### config.mk
export PLATFORM = sky130hd
export DESIGN_NAME = seq_mult_flat
export DESIGN_NICKNAME = d
export VERILOG_FILES = /design/src/rtl/seq_mult_if.sv /design/src/rtl/seq_mult.sv /design/src/flat_wrapper.sv
export SDC_FILE = /design/constraint.sdc
export NUM_CORES = 1
export LEC_CHECK = 0
export BUFFER_PORTS_ARGS = -buffer_cell sky130_fd_sc_hd__buf_4
export CORE_MARGIN = 5
export CORE_UTILIZATION = 38
export DETAILED_ROUTE_END_ITERATION = 6
export GPL_TIMING_DRIVEN = 1
export SYNTH_ARGS = -nofsm -noshare
export SYNTH_HDL_FRONTEND = slang
export SYNTH_SLANG_ARGS = --single-unit
export TNS_END_PERCENT = 20
### constraint.sdc
create_clock -name clk -period 2.31 [get_ports clk]
set_input_delay 0 -clock clk [delete_from_list [all_inputs] [get_ports clk]]
set_output_delay 0 -clock clk [all_outputs]
set_load 0.01 [all_outputs]
### src/rtl/seq_mult_if.sv
// Start/done handshake and operand/result bus for the shift-and-add multiplier.
interface seq_mult_if #(
  parameter int WIDTH = 4
);
  logic                 start;
  logic [WIDTH-1:0]     a;
  logic [WIDTH-1:0]     b;
  logic                 busy;
  logic                 done;
  logic [2*WIDTH-1:0]   product;

  modport master (output start, a, b, input busy, done, product);
  modport slave  (input start, a, b, output busy, done, product);
endinterface

### src/rtl/seq_mult.sv
// Multi-cycle unsigned shift-and-add multiplier. One 2*WIDTH adder is reused
// for WIDTH cycles; the product register only updates on entry to DONE.
module seq_mult #(
  parameter int WIDTH = 4
) (
  input  logic      clk,
  input  logic      rst,
  seq_mult_if.slave s
);
  localparam int PW = 2 * WIDTH;
  localparam int CW = $clog2(WIDTH);

  typedef enum logic [1:0] {IDLE = 2'd0, CALC = 2'd1, DONE = 2'd2} state_t;

  state_t         state, state_nxt;
  logic [PW-1:0]  acc, mcand, acc_sum, prod_q;
  logic [WIDTH-1:0] mplr;
  logic [CW-1:0]  count;
  logic           accept, last;

  // State register.
  always_ff @(posedge clk) begin
    if (rst) state <= IDLE;
    else     state <= state_nxt;
  end

  // Next-state decode; start is only looked at in IDLE so it cannot queue.
  always_comb begin
    state_nxt = state;
    accept    = 1'b0;
    last      = 1'b0;
    case (state)
      IDLE: if (s.start) begin
        state_nxt = CALC;
        accept    = 1'b1;
      end
      CALC: begin
        last = (count == CW'(WIDTH - 1));
        if (last) state_nxt = DONE;
      end
      DONE:    state_nxt = IDLE;
      default: state_nxt = IDLE;
    endcase
  end

  // Conditional add of the shifted multiplicand; sum fits in PW bits.
  assign acc_sum = acc + (mplr[0] ? mcand : '0);

  // Datapath: capture operands on accept, shift/add each CALC cycle, and
  // publish the final sum (including the last add) as the product.
  always_ff @(posedge clk) begin
    if (rst) begin
      acc    <= '0;
      mcand  <= '0;
      mplr   <= '0;
      count  <= '0;
      prod_q <= '0;
    end else if (accept) begin
      acc    <= '0;
      mcand  <= {{WIDTH{1'b0}}, s.a};
      mplr   <= s.b;
      count  <= '0;
    end else if (state == CALC) begin
      acc    <= acc_sum;
      mcand  <= mcand << 1;
      mplr   <= mplr >> 1;
      count  <= count + 1'b1;
      if (last) prod_q <= acc_sum;
    end
  end

  // Outputs are decoded from registers only.
  assign s.busy    = (state != IDLE);
  assign s.done    = (state == DONE);
  assign s.product = prod_q;
endmodule

### src/flat_wrapper.sv
// flat-port wrapper written by rule: the top's interface ports become plain ports
module seq_mult_flat 
#(
  parameter int WIDTH = 4
)
  (clk, rst, s_start, s_a, s_b, s_busy, s_done, s_product);
  seq_mult_if #(.WIDTH(WIDTH)) s_i ();
  input  logic clk;
  input  logic rst;
  input wire logic [$bits(s_i.start)-1:0] s_start;
  input wire logic [$bits(s_i.a)-1:0] s_a;
  input wire logic [$bits(s_i.b)-1:0] s_b;
  output wire logic [$bits(s_i.busy)-1:0] s_busy;
  output wire logic [$bits(s_i.done)-1:0] s_done;
  output wire logic [$bits(s_i.product)-1:0] s_product;
  assign s_i.start = s_start;
  assign s_i.a = s_a;
  assign s_i.b = s_b;
  assign s_busy = s_i.busy;
  assign s_done = s_i.done;
  assign s_product = s_i.product;
  seq_mult #(.WIDTH(WIDTH)) u_core (.clk(clk), .rst(rst), .s(s_i));
endmodule
==> key figures, run 1 <==
Outcome
  • Outcome: finished clean

Critical path
  • Kind of start point of the critical path: register
  • Critical-path maximum fanout: 9
  • Category of the worst setup path capture point: register
  • Crit path max-delay cell type: sky130_fd_sc_hd__dfxtp_1
  • Cell family with the largest share of critical-path delay: compound AO/OA/AOI/OAI gates
  • Required arrival time at the worst endpoint: about 2.5 ns
  • CP Class: register to register
  • Worst path bufs/invs: 1
  • Worst Path Arrival: 2.24 ns
  • Cell-by-cell trace of the critical path: nand2_1 -> inv_1 -> ha_1 -> a21o_1 -> a21oi_2 -> o21ai_1 -> or3_1 -> o211ai_2
  • Largest stage delay on the critical path: 0.45 ns

Global route
  • GRT met3 Usage: 4.14%
  • Overflow after GRT: 0
  • Met1 usage: a little under a fifth
  • Tot GR Track Use: 14.3%
  • Global-route wire length before repair: 6.11 mm
  • Via count of the first global-routing pass: 1,331
  • Maximum number of pins on one net before global-route repair: 22
  • Met2 track utilization from global routing: 22.7%
  • Most used routing layer in global routing: met2
  • Antenna violations before repair: 0

Die
  • I/O pin total: 21
  • Effective utilization at floorplan: 39.7%
  • Die height: 75.1 µm
  • Die width: ~75 µm
  • Die Footprint: 0.00564 mm²
  • Core footprint: about 0.0041 mm²
  • Row Count: 23

Final layout
  • Final design utilization: 47.9%
  • Most frequent standard cell in the layout excluding fill and tap cells: sky130_fd_sc_hd__nand2_1
  • Total inserted antenna cells: 0
  • Post-layout nets: around 240
  • Share of post-route cells with drive strength above 1: between 10% and 20%
  • Top library cells by usage in the layout, fill and taps aside: 45 x sky130_fd_sc_hd__nand2_1, 32 x sky130_fd_sc_hd__dfxtp_1, 26 x sky130_fd_sc_hd__a21oi_1
  • Area growth from synthesis to final layout: 20.7%

Logic synthesis
  • Largest area contributor in the netlist: sky130_fd_sc_hd__dfxtp_1
  • Synthesized Nets: 212
  • Dominant cells by area after synthesis: sky130_fd_sc_hd__dfxtp_1 40%, sky130_fd_sc_hd__nand2_1 10%, sky130_fd_sc_hd__a21oi_1 8.1%
  • Seq cells post-synth: 32
  • Cell count after synthesis: 192
  • Area of the mapped netlist: around 0.0016 mm²
  • Portion of synthesized cell area occupied by the leading cell type: 39.8%
  • Fraction of the yosys area taken by sequential cells: between 30 and 40%
  • Syn Area/Cell: 8.38 µm²
  • Synth cell types: 39
  • Total number of yosys warnings: 0

Power and ir drop
  • VDD IR max: 0.368 mV
  • Power Dens Cells: about 600 mW/mm²
  • Static leakage power: 0.757 nW

Clocking
  • Number of cells upsized or downsized after cts: 0
  • Clk buf depth: 2
  • Worst-skew pair later-pin latency: 0.29 ns
  • Master cell of the clock root buffer: sky130_fd_sc_hd__clkbuf_8
  • Clock edge transition at the registers on the reported setup and hold paths: roughly 0.070 ns
  • H-tree lvl count: 2
  • TritonCTS clock tree: done
  • CTS sink count: 32
  • Total clock buffers created by CTS: 5

STA
  • Slew @ Worst Pin: approximately 0.6 ns
  • Top achievable clock speed: 0.494 GHz
  • Period utilization: 87.6%
  • Setup TNS Final: 0 ns
  • Minimum period implied by the final worst setup slack: 2.02 ns
  • Final hold vios: 0
  • Final count of pins violating max slew: 0
  • Worst setup skew after layout: 0.00696 ns
  • Unrepaired setup endpoints after global routing: no
  • Final count of negative-setup-slack endpoints: 0
  • Max transition margin: 59.0%

Routing
  • Iteration count of the initial detailed-routing pass: 4
  • Total vias in the final route: 1,334
  • DRC violation total after the first TritonRoute iteration: 75
  • Final wirelength: between 3 and 4 mm
  • Post-route antenna net violation count: 0
  • Routed wirelength normalized by instance count: 12.7 µm
  • Total DRC errors in the routed layout: 0
  • Avg Vias per Cell: 4.94

Placement
  • Final HPWL DP: 2.48 mm
  • Quantity of I/O buffers inserted on ports: 20
  • Final Wtd Congestion: 0.825

Job
  • Max-cap viol count: 0

Min path
  • Hold crit path type: input port to register
-- worst register-to-register path, delay by kind of cell, from the launching register on --
kind | cells | cell delay [ns]
compound gates | 4 | 0.65
simple gates | 2 | 0.55
flops | 1 | 0.45
fa+ha+maj | 1 | 0.22
buf+inv | 1 | 0.08
-- metal layers --
layer | vias up | routed length [µm]
met5 | - | 0
met4 | 0 | 58
met3 | 7 | 139
li1 | 704 | -
met2 | 21 | 1580
met1 | 602 | 1650
-- report_power, final --
part / internal [mW] / total [mW] / switching, mW
Clock: 0.242 / 0.454 / 0.212
Combinational: 0.0492 / 0.111 / 0.0614
Sequential: 0.567 / 0.579 / 0.0121
Total: 0.858 / 1.14 / 0.285
-- synth_stat cells, drive strengths merged --
| cell | number |
|---|---|
| nor3 | 2 |
| fa | 1 |
| nor4b | 1 |
| nor3b | 3 |
| and2 | 7 |
| nor2 | 15 |
| o21a | 2 |
| a21o | 1 |
| or2 | 2 |
| or3 | 1 |
| nand2b | 2 |
| o31ai | 1 |
| dfxtp | 32 |
| o311ai | 2 |
| buf | 6 |
| a211oi | 4 |
| o31a | 1 |
| nor2b | 4 |
| clkbuf | 4 |
| o211ai | 1 |
| a221oi | 1 |
| inv | 4 |
| a22oi | 6 |
| a21oi | 27 |
| a211o | 1 |
| xnor2 | 5 |
| nand2 | 46 |
| o21ai | 2 |
| ha | 8 |
-- final timing paths --
check,depth (start not counted),slack [ns],endpoint,start
min,3,0.008,u_core.mplr[0],s_b[0]
max reg2reg,8,0.29,u_core.acc[5],u_core.mplr[0]
min reg2reg,2,0.46,u_core.s.product[3],u_core.s.product[3]
max,8,0.29,u_core.acc[5],u_core.mplr[0]
-- flip-flops by register name (all words and copies together) (netlist names) --
name / count
u_core.acc: 8
u_core.mplr: 4
u_core.mcand: 8
u_core.count: 2
u_core.state: 2
u_core.s.product: 8
-- logic make-up after synthesis --
| kind of cell | Yosys count | share of synthesized area [%] |
|---|---|---|
| buffers and inverters | 14 | 4.90 |
| flip-flops | 32 | 39.8 |
| AND/OR/NAND/NOR | 83 | 24.1 |
| AO/OA/AOI/OAI | 49 | 21.0 |
| XOR/XNOR | 5 | 2.72 |
| adder cells (fa/ha/maj) | 9 | 7.47 |
-- through the flow --
step | hold slack (ns) | power, mW | cell area (µm²) | std cells | setup slack [ns]
3_3_place_gp | 0.230 | 0.695 | 1790 | 256 | 0.348
5_1_grt | 0.0508 | 1.20 | 1940 | 270 | 0.140
4_1_cts | 0.000395 | 1.15 | 1940 | 270 | 0.294
6_report | 0.00832 | 1.14 | 1940 | 270 | 0.287
2_1_floorplan | 0.139 | 0.662 | 1610 | 192 | 0.516
3_5_place_dp | 0.235 | 0.695 | 1790 | 256 | 0.314
-- final cells by class --
class                      count  area [µm²]
clock buffer                   7        86.3
clock inverter                 1        7.51
fill                         410        2120
inverter                       4        15.0
multi-input combinational    146         890
sequential                    32         641
tap                           50        62.6
timing repair buffer          30         240
-- repair_timing --
item	in CTS	in global routing
endpoints found under the hold margin	6	0
buffers inserted	0	0
hold buffers	6	0
Power figures use the tool's default switching activity.
==> inputs of run 2 (changes only) <==
--- a/config.mk
+++ b/config.mk
@@ -10,6 +10,7 @@
 export CORE_UTILIZATION = 38
 export DETAILED_ROUTE_END_ITERATION = 6
 export GPL_TIMING_DRIVEN = 1
+export PLACE_DENSITY = 0.55
 export SYNTH_ARGS = -nofsm -noshare
 export SYNTH_HDL_FRONTEND = slang
 export SYNTH_SLANG_ARGS = --single-unit
==> run 2 against run 1 <==
  * Routed wire length increased by 0.58%
  * Clock power increased by 1%
  * Non-clock buffer count decreased by 1
  * Register-to-register slack improved by 0.02 ns
  * Clock skew decreased by 0.0023 ns
  * Critical endpoint is now u_core.acc[6]
  * First-iteration DRC count decreased by 9.3%
==> key figures, run 2 (synthesis results as in run 1) <==
Outcome
  • Outcome: finished clean (unchanged)

Routing
  • Final wirelength: 3.44 mm (was 3.42 mm)
  • Iteration count of the initial detailed-routing pass: 4 (unchanged)
  • Post-route antenna net violation count: 0 (unchanged)
  • Routed wirelength normalized by instance count: 12.8 µm (was 12.7 µm)
  • Total vias in the final route: 1,374 (was 1,334)
  • Avg Vias per Cell: 5.13 (was 4.94)
  • Total DRC errors in the routed layout: 0 (unchanged)
  • DRC violation total after the first TritonRoute iteration: 68 (was 75)

Clocking
  • H-tree lvl count: 2 (unchanged)
  • Setup fix buffers added after clock tree synthesis: 0 (unchanged)
  • Number of buffers inserted by hold repair at cts: 5 (was 6)
  • Total clock buffers created by CTS: 5 (unchanged)
  • Worst-skew pair later-pin latency: 0.28 ns (was 0.29 ns)
  • Master cell of the clock root buffer: sky130_fd_sc_hd__clkbuf_8 (unchanged)
  • TritonCTS clock tree: done (unchanged)
  • Clk buf depth: 2 (unchanged)
  • Number of cells upsized or downsized after cts: 0 (unchanged)
  • CTS sink count: 32 (unchanged)
  • Clock edge transition at the registers on the reported setup and hold paths: 0.06 ns (was 0.07 ns)

Die
  • Effective utilization at floorplan: 39.7% (unchanged)
  • Die width: 75.1 µm (unchanged)
  • Row Count: 23 (unchanged)
  • I/O pin total: 21 (unchanged)
  • Die height: 75.1 µm (unchanged)
  • Die Footprint: 0.00564 mm² (unchanged)
  • Core footprint: 0.00406 mm² (unchanged)

STA
  • Final count of negative-setup-slack endpoints: 0 (unchanged)
  • Final hold vios: 0 (unchanged)
  • Minimum period implied by the final worst setup slack: 2.01 ns (was 2.02 ns)
  • Slew @ Worst Pin: 0.663 ns (was 0.614 ns)
  • Worst setup skew after layout: 0.00468 ns (was 0.00696 ns)
  • Unrepaired setup endpoints after global routing: no (unchanged)
  • Max transition margin: 55.8% (was 59.0%)
  • Period utilization: 86.8% (was 87.6%)
  • Top achievable clock speed: 0.498 GHz (was 0.494 GHz)
  • Setup TNS Final: 0 ns (unchanged)
  • Min Hold Slack: 0.00418 ns (was 0.00832 ns)
  • Final count of pins violating max slew: 0 (unchanged)

Final layout
  • Share of post-route cells with drive strength above 1: 19.7% (was 19.5%)
  • Area growth from synthesis to final layout: 20.2% (was 20.7%)
  • Most frequent standard cell in the layout excluding fill and tap cells: sky130_fd_sc_hd__nand2_1 (unchanged)
  • Top library cells by usage in the layout, fill and taps aside: 45 x sky130_fd_sc_hd__nand2_1, 32 x sky130_fd_sc_hd__dfxtp_1, 26 x sky130_fd_sc_hd__a21oi_1 (unchanged)
  • Post-layout nets: 238 (was 239)
  • Total inserted antenna cells: 0 (unchanged)

Power and ir drop
  • VDD IR max: 0.337 mV (was 0.368 mV)
  • Power Dens Cells: 593 mW/mm² (was 589 mW/mm²)
  • Static leakage power: 0.759 nW (was 0.757 nW)
  • Total design power: 1.15 mW (was 1.14 mW)

Global route
  • Overflow after GRT: 0 (unchanged)
  • Maximum number of pins on one net before global-route repair: 22 (unchanged)
  • Tot GR Track Use: 13.9% (was 14.3%)
  • Antenna violations before repair: 0 (unchanged)
  • Global-route wire length before repair: 5.96 mm (was 6.11 mm)
  • Via count of the first global-routing pass: 1,342 (was 1,331)

Min path
  • Hold crit path type: input port to register (unchanged)
  • Startpoint of the lowest-slack hold path: s_a[1] (was s_b[0])
  • Worst hold path cell count: 3 (unchanged)
  • Endpoint with the worst hold slack: u_core.mcand[1] (was u_core.mplr[0])

Job
  • Max-cap viol count: 0 (unchanged)

Critical path
  • CP Class: register to register (unchanged)
  • Kind of start point of the critical path: register (unchanged)
  • Category of the worst setup path capture point: register (unchanged)
  • Worst Path Arrival: 2.22 ns (was 2.24 ns)
  • Reg-to-reg critical path endpoint: u_core.acc[6] (was u_core.acc[5])
  • Critical-path maximum fanout: 9 (unchanged)
  • Register-to-register path setup slack: 0.30 ns (was 0.29 ns)
  • Worst reg-to-reg path cell count: 9 (was 8)
  • Launching point of the worst reg2reg path: u_core.mplr[0] (unchanged)
  • Required arrival time at the worst endpoint: 2.52 ns (about the same)

Placement
  • Quantity of I/O buffers inserted on ports: 20 (unchanged)
  • Final HPWL DP: 2.60 mm (was 2.48 mm)
  • Final Wtd Congestion: 0.750 (was 0.825)
==> run 2: cell types whose count changed in the layout (fill, tap and decap cells not counted), sizes merged <==
cell,delta
clkinvlp,-1
dlygate4sd3,-1
==> run 2: report_power, final <==
part	internal (mW)	total [mW]	switching, mW
Clock	0.265	0.459	0.194
Sequential	0.567	0.579	0.0120
Combinational	0.0479	0.110	0.0624
Total	0.880	1.15	0.268
==> run 2: per-stage QoR <==
step / cells / area [µm²] / utilization (%) / setup WS (ns)
global placement: 256 / 1790 / 44.1 / 0.353
CTS: 268 / 1930 / 47.7 / 0.293
finish: 268 / 1930 / 47.7 / 0.304
global route: 268 / 1930 / 47.7 / 0.117
floorplan: 192 / 1610 / - / 0.516
detailed placement: 256 / 1790 / 44.1 / 0.318
==> run 2: worst max-delay path by stage <==
stage / start / endpoint / slack [ns] / cells past startpoint
5_1_grt: u_core.mplr[0] / u_core.acc[5] / 0.12 / 8
4_1_cts: u_core.mplr[0] / u_core.acc[6] / 0.29 / 9
3_3_place_gp: u_core.mplr[0] / u_core.acc[6] / 0.35 / 9
6_report: u_core.mplr[0] / u_core.acc[6] / 0.30 / 9
3_5_place_dp: u_core.mplr[0] / u_core.acc[6] / 0.32 / 9
2_1_floorplan: u_core.mplr[0] / u_core.s.product[6] / 0.52 / 9
==> run 2: worst max-delay path: stages (launching register included) <==
cell	delay, ns
sky130_fd_sc_hd__dfxtp_1	0.36
sky130_fd_sc_hd__and2_1	0.16
sky130_fd_sc_hd__ha_1	0.19
sky130_fd_sc_hd__inv_1	0.07
sky130_fd_sc_hd__fa_1	0.24
sky130_fd_sc_hd__nor2b_4	0.06
sky130_fd_sc_hd__o31a_1	0.27
sky130_fd_sc_hd__o311ai_2	0.33
sky130_fd_sc_hd__nand2_1	0.11
sky130_fd_sc_hd__a21oi_1	0.16
==> run 2: final cells by class <==
| class | instances | area (µm²) |
|---|---|---|
| multi-input combinational | 146 | 890 |
| timing repair buffer | 29 | 230 |
| tap | 50 | 62.6 |
| fill | 383 | 2120 |
| sequential | 32 | 641 |
| inverter | 4 | 15.0 |
| clock buffer | 7 | 96.3 |
==> run 2: metal layers <==
layer | global-route usage [%] | vias up | wire [µm]
met4 | 4.55 | 0 | 26
met3 | 4.41 | 5 | 155
met1 | 17.1 | 629 | 1600
li1 | - | 706 | -
met2 | 23.1 | 34 | 1660
met5 | 0 | - | 0
==> inputs of run 3 (changes only) <==
--- a/config.mk
+++ b/config.mk
@@ -6,11 +6,14 @@
 export NUM_CORES = 1
 export LEC_CHECK = 0
 export BUFFER_PORTS_ARGS = -buffer_cell sky130_fd_sc_hd__buf_4
+export CELL_PAD_IN_SITES_DETAIL_PLACEMENT = 1
+export CELL_PAD_IN_SITES_GLOBAL_PLACEMENT = 1
 export CORE_MARGIN = 5
 export CORE_UTILIZATION = 38
 export DETAILED_ROUTE_END_ITERATION = 6
 export GPL_TIMING_DRIVEN = 1
-export PLACE_DENSITY = 0.55
+export MAX_ROUTING_LAYER = met4
+export PLACE_DENSITY = 0.7
 export SYNTH_ARGS = -nofsm -noshare
 export SYNTH_HDL_FRONTEND = slang
 export SYNTH_SLANG_ARGS = --single-unit
==> run 3 against run 2 <==
  * Cell count grew 0.37%
  * Highest routed layer unchanged
  * Count of clock-buffer cells in the layout is the same
  * Critical path type unchanged
  * Worst setup slack lost 0.044 ns
  * Via count grew 3.1%
  * Non-clock buffer count is the same
  * Sequential power is essentially flat
  * Design area shrank 0.13%
  * Largest cell class unchanged
  * Register-to-register slack lost 0.04 ns
==> key figures, run 3 (synthesis results as in run 1) <==
Final layout
  • Number of fill cells in the layout: 489 (was 383)
  • Share of post-route cells with drive strength above 1: 19.6% (was 19.7%)
  • Top library cells by usage in the layout, fill and taps aside: 45 x sky130_fd_sc_hd__nand2_1, 32 x sky130_fd_sc_hd__dfxtp_1, 26 x sky130_fd_sc_hd__a21oi_1 (unchanged)
  • Total inserted antenna cells: 0 (unchanged)
  • Post-layout nets: 238 (unchanged)
  • Number of standard cells in the layout, taps in and fillers out: 269 (was 268)
  • Most frequent standard cell in the layout excluding fill and tap cells: sky130_fd_sc_hd__nand2_1 (unchanged)
  • Area growth from synthesis to final layout: 20.1% (was 20.2%)

Clocking
  • Clk buf depth: 2 (unchanged)
  • Total clock buffers created by CTS: 5 (unchanged)
  • H-tree lvl count: 2 (unchanged)
  • Setup fix buffers added after clock tree synthesis: 0 (unchanged)
  • CTS sink count: 32 (unchanged)
  • Worst-skew pair later-pin latency: 0.29 ns (was 0.28 ns)
  • Clock edge transition at the registers on the reported setup and hold paths: 0.07 ns (was 0.06 ns)
  • Master cell of the clock root buffer: sky130_fd_sc_hd__clkbuf_8 (unchanged)
  • TritonCTS clock tree: done (unchanged)

Die
  • Die width: 75.1 µm (unchanged)
  • I/O pin total: 21 (unchanged)
  • Row Count: 23 (unchanged)
  • Die height: 75.1 µm (unchanged)
  • Die Footprint: 0.00564 mm² (unchanged)
  • Core footprint: 0.00406 mm² (unchanged)
  • Effective utilization at floorplan: 39.7% (unchanged)

STA
  • Setup TNS Final: 0 ns (unchanged)
  • Slack of the critical path: 0.260 ns (was 0.304 ns)
  • Top achievable clock speed: 0.488 GHz (was 0.498 GHz)
  • Final hold vios: 0 (unchanged)
  • Unrepaired setup endpoints after global routing: no (unchanged)
  • Slew @ Worst Pin: 0.712 ns (was 0.663 ns)
  • Worst setup skew after layout: 0.00904 ns (was 0.00468 ns)
  • Period utilization: 88.7% (was 86.8%)
  • Minimum period implied by the final worst setup slack: 2.05 ns (was 2.01 ns)
  • Final count of pins violating max slew: 0 (unchanged)
  • Min Hold Slack: 0.0173 ns (was 0.00418 ns)
  • Max transition margin: 52.5% (was 55.8%)
  • Final count of negative-setup-slack endpoints: 0 (unchanged)

Placement
  • Final HPWL DP: 3.17 mm (was 2.60 mm)
  • Final Wtd Congestion: 0.885 (was 0.750)
  • Worst slack, placed: 0.255 ns (was 0.318 ns)
  • Quantity of I/O buffers inserted on ports: 20 (unchanged)
  • Placed cells: 256 (unchanged)

Critical path
  • Category of the worst setup path capture point: register (unchanged)
  • Kind of start point of the critical path: register (unchanged)
  • Critical-path maximum fanout: 9 (unchanged)
  • Worst Path Arrival: 2.26 ns (was 2.22 ns)
  • CP Class: register to register (unchanged)
  • Required arrival time at the worst endpoint: 2.52 ns (about the same)

Routing
  • Iteration count of the initial detailed-routing pass: 4 (unchanged)
  • Routed wirelength normalized by instance count: 15.5 µm (was 12.8 µm)
  • DRC violation total after the first TritonRoute iteration: 67 (was 68)
  • Total vias in the final route: 1,417 (was 1,374)
  • Total DRC errors in the routed layout: 0 (unchanged)
  • Post-route antenna net violation count: 0 (unchanged)
  • Avg Vias per Cell: 5.27 (was 5.13)
  • Final wirelength: 4.16 mm (was 3.44 mm)

Global route
  • Via count of the first global-routing pass: 1,423 (was 1,342)
  • Maximum number of pins on one net before global-route repair: 22 (unchanged)
  • Tot GR Track Use: 16.6% (was 13.9%)
  • Overflow after GRT: 0 (unchanged)
  • Antenna violations before repair: 0 (unchanged)
  • Global-route wire length before repair: 6.77 mm (was 5.96 mm)

Power and ir drop
  • Static leakage power: 0.753 nW (was 0.759 nW)
  • Power Dens Cells: 594 mW/mm² (was 593 mW/mm²)
  • VDD IR max: 0.369 mV (was 0.337 mV)
  • Total design power: 1.15 mW (about the same)

Min path
  • Hold crit path type: input port to register (unchanged)

Outcome
  • Outcome: finished clean (unchanged)

Job
  • Max-cap viol count: 0 (unchanged)
## run 3: per-stage QoR
stage          util [%]  cell area (µm²)
6_report           47.6             1930
3_5_place_dp       44.1             1790
3_3_place_gp       44.1             1790
5_1_grt            47.6             1930
2_1_floorplan         -             1610
4_1_cts            47.6             1930
## run 3: area by class of cell
type                       instances  area [µm²]  area share (%)
tap                               50        62.6            3.24
inverter                           4        15.0           0.777
sequential                        32         641            33.2
clock inverter                     1        7.51           0.389
multi-input combinational        146         890            46.0
clock buffer                       7        86.3            4.47
timing repair buffer              29         230            11.9
## run 3: routing by layer
| metal | GRT usage [%] | up-vias | wire, µm |
|---|---|---|---|
| met1 | 18.0 | 672 | 1770 |
| met5 | - | - | 0 |
| met3 | 4.14 | 11 | 154 |
| met4 | 6.72 | 0 | 88 |
| li1 | - | 705 | - |
| met2 | 28.9 | 29 | 2140 |
## run 3: worst max-delay path, stage by stage (launching register included)
cell and delay (ns):
sky130_fd_sc_hd__dfxtp_1 0.45, sky130_fd_sc_hd__and2_1 0.17, sky130_fd_sc_hd__ha_1 0.17, sky130_fd_sc_hd__inv_1 0.06
sky130_fd_sc_hd__fa_1 0.44, sky130_fd_sc_hd__nor2b_4 0.15, sky130_fd_sc_hd__o311ai_0 0.16, sky130_fd_sc_hd__o311ai_2 0.15
sky130_fd_sc_hd__nand2_1 0.09, sky130_fd_sc_hd__a21oi_1 0.14
## run 3: report_power, final
group | leakage (nW) | internal, mW | switching, mW
sequential | 0.260 | 0.567 | 0.0129
clock | 0.0445 | 0.242 | 0.210
combinational | 0.449 | 0.0481 | 0.0680
total | 0.753 | 0.857 | 0.291
## run 3: worst paths after layout
path                             from                   to  slack, ns  cells past startpoint
setup reg to reg       u_core.mplr[0]        u_core.acc[6]       0.26                      9
setup / recovery       u_core.mplr[0]        u_core.acc[6]       0.26                      9
hold / removal                 s_b[2]       u_core.mplr[2]       0.02                      3
hold reg to reg   u_core.s.product[2]  u_core.s.product[2]       0.46                      2
## run 3: repair_timing
| item | CTS | global route |
|---|---|---|
| resized for setup | 0 | 0 |
| endpoints found under the hold margin | 5 | 0 |
| hold buffers | 5 | 0 |
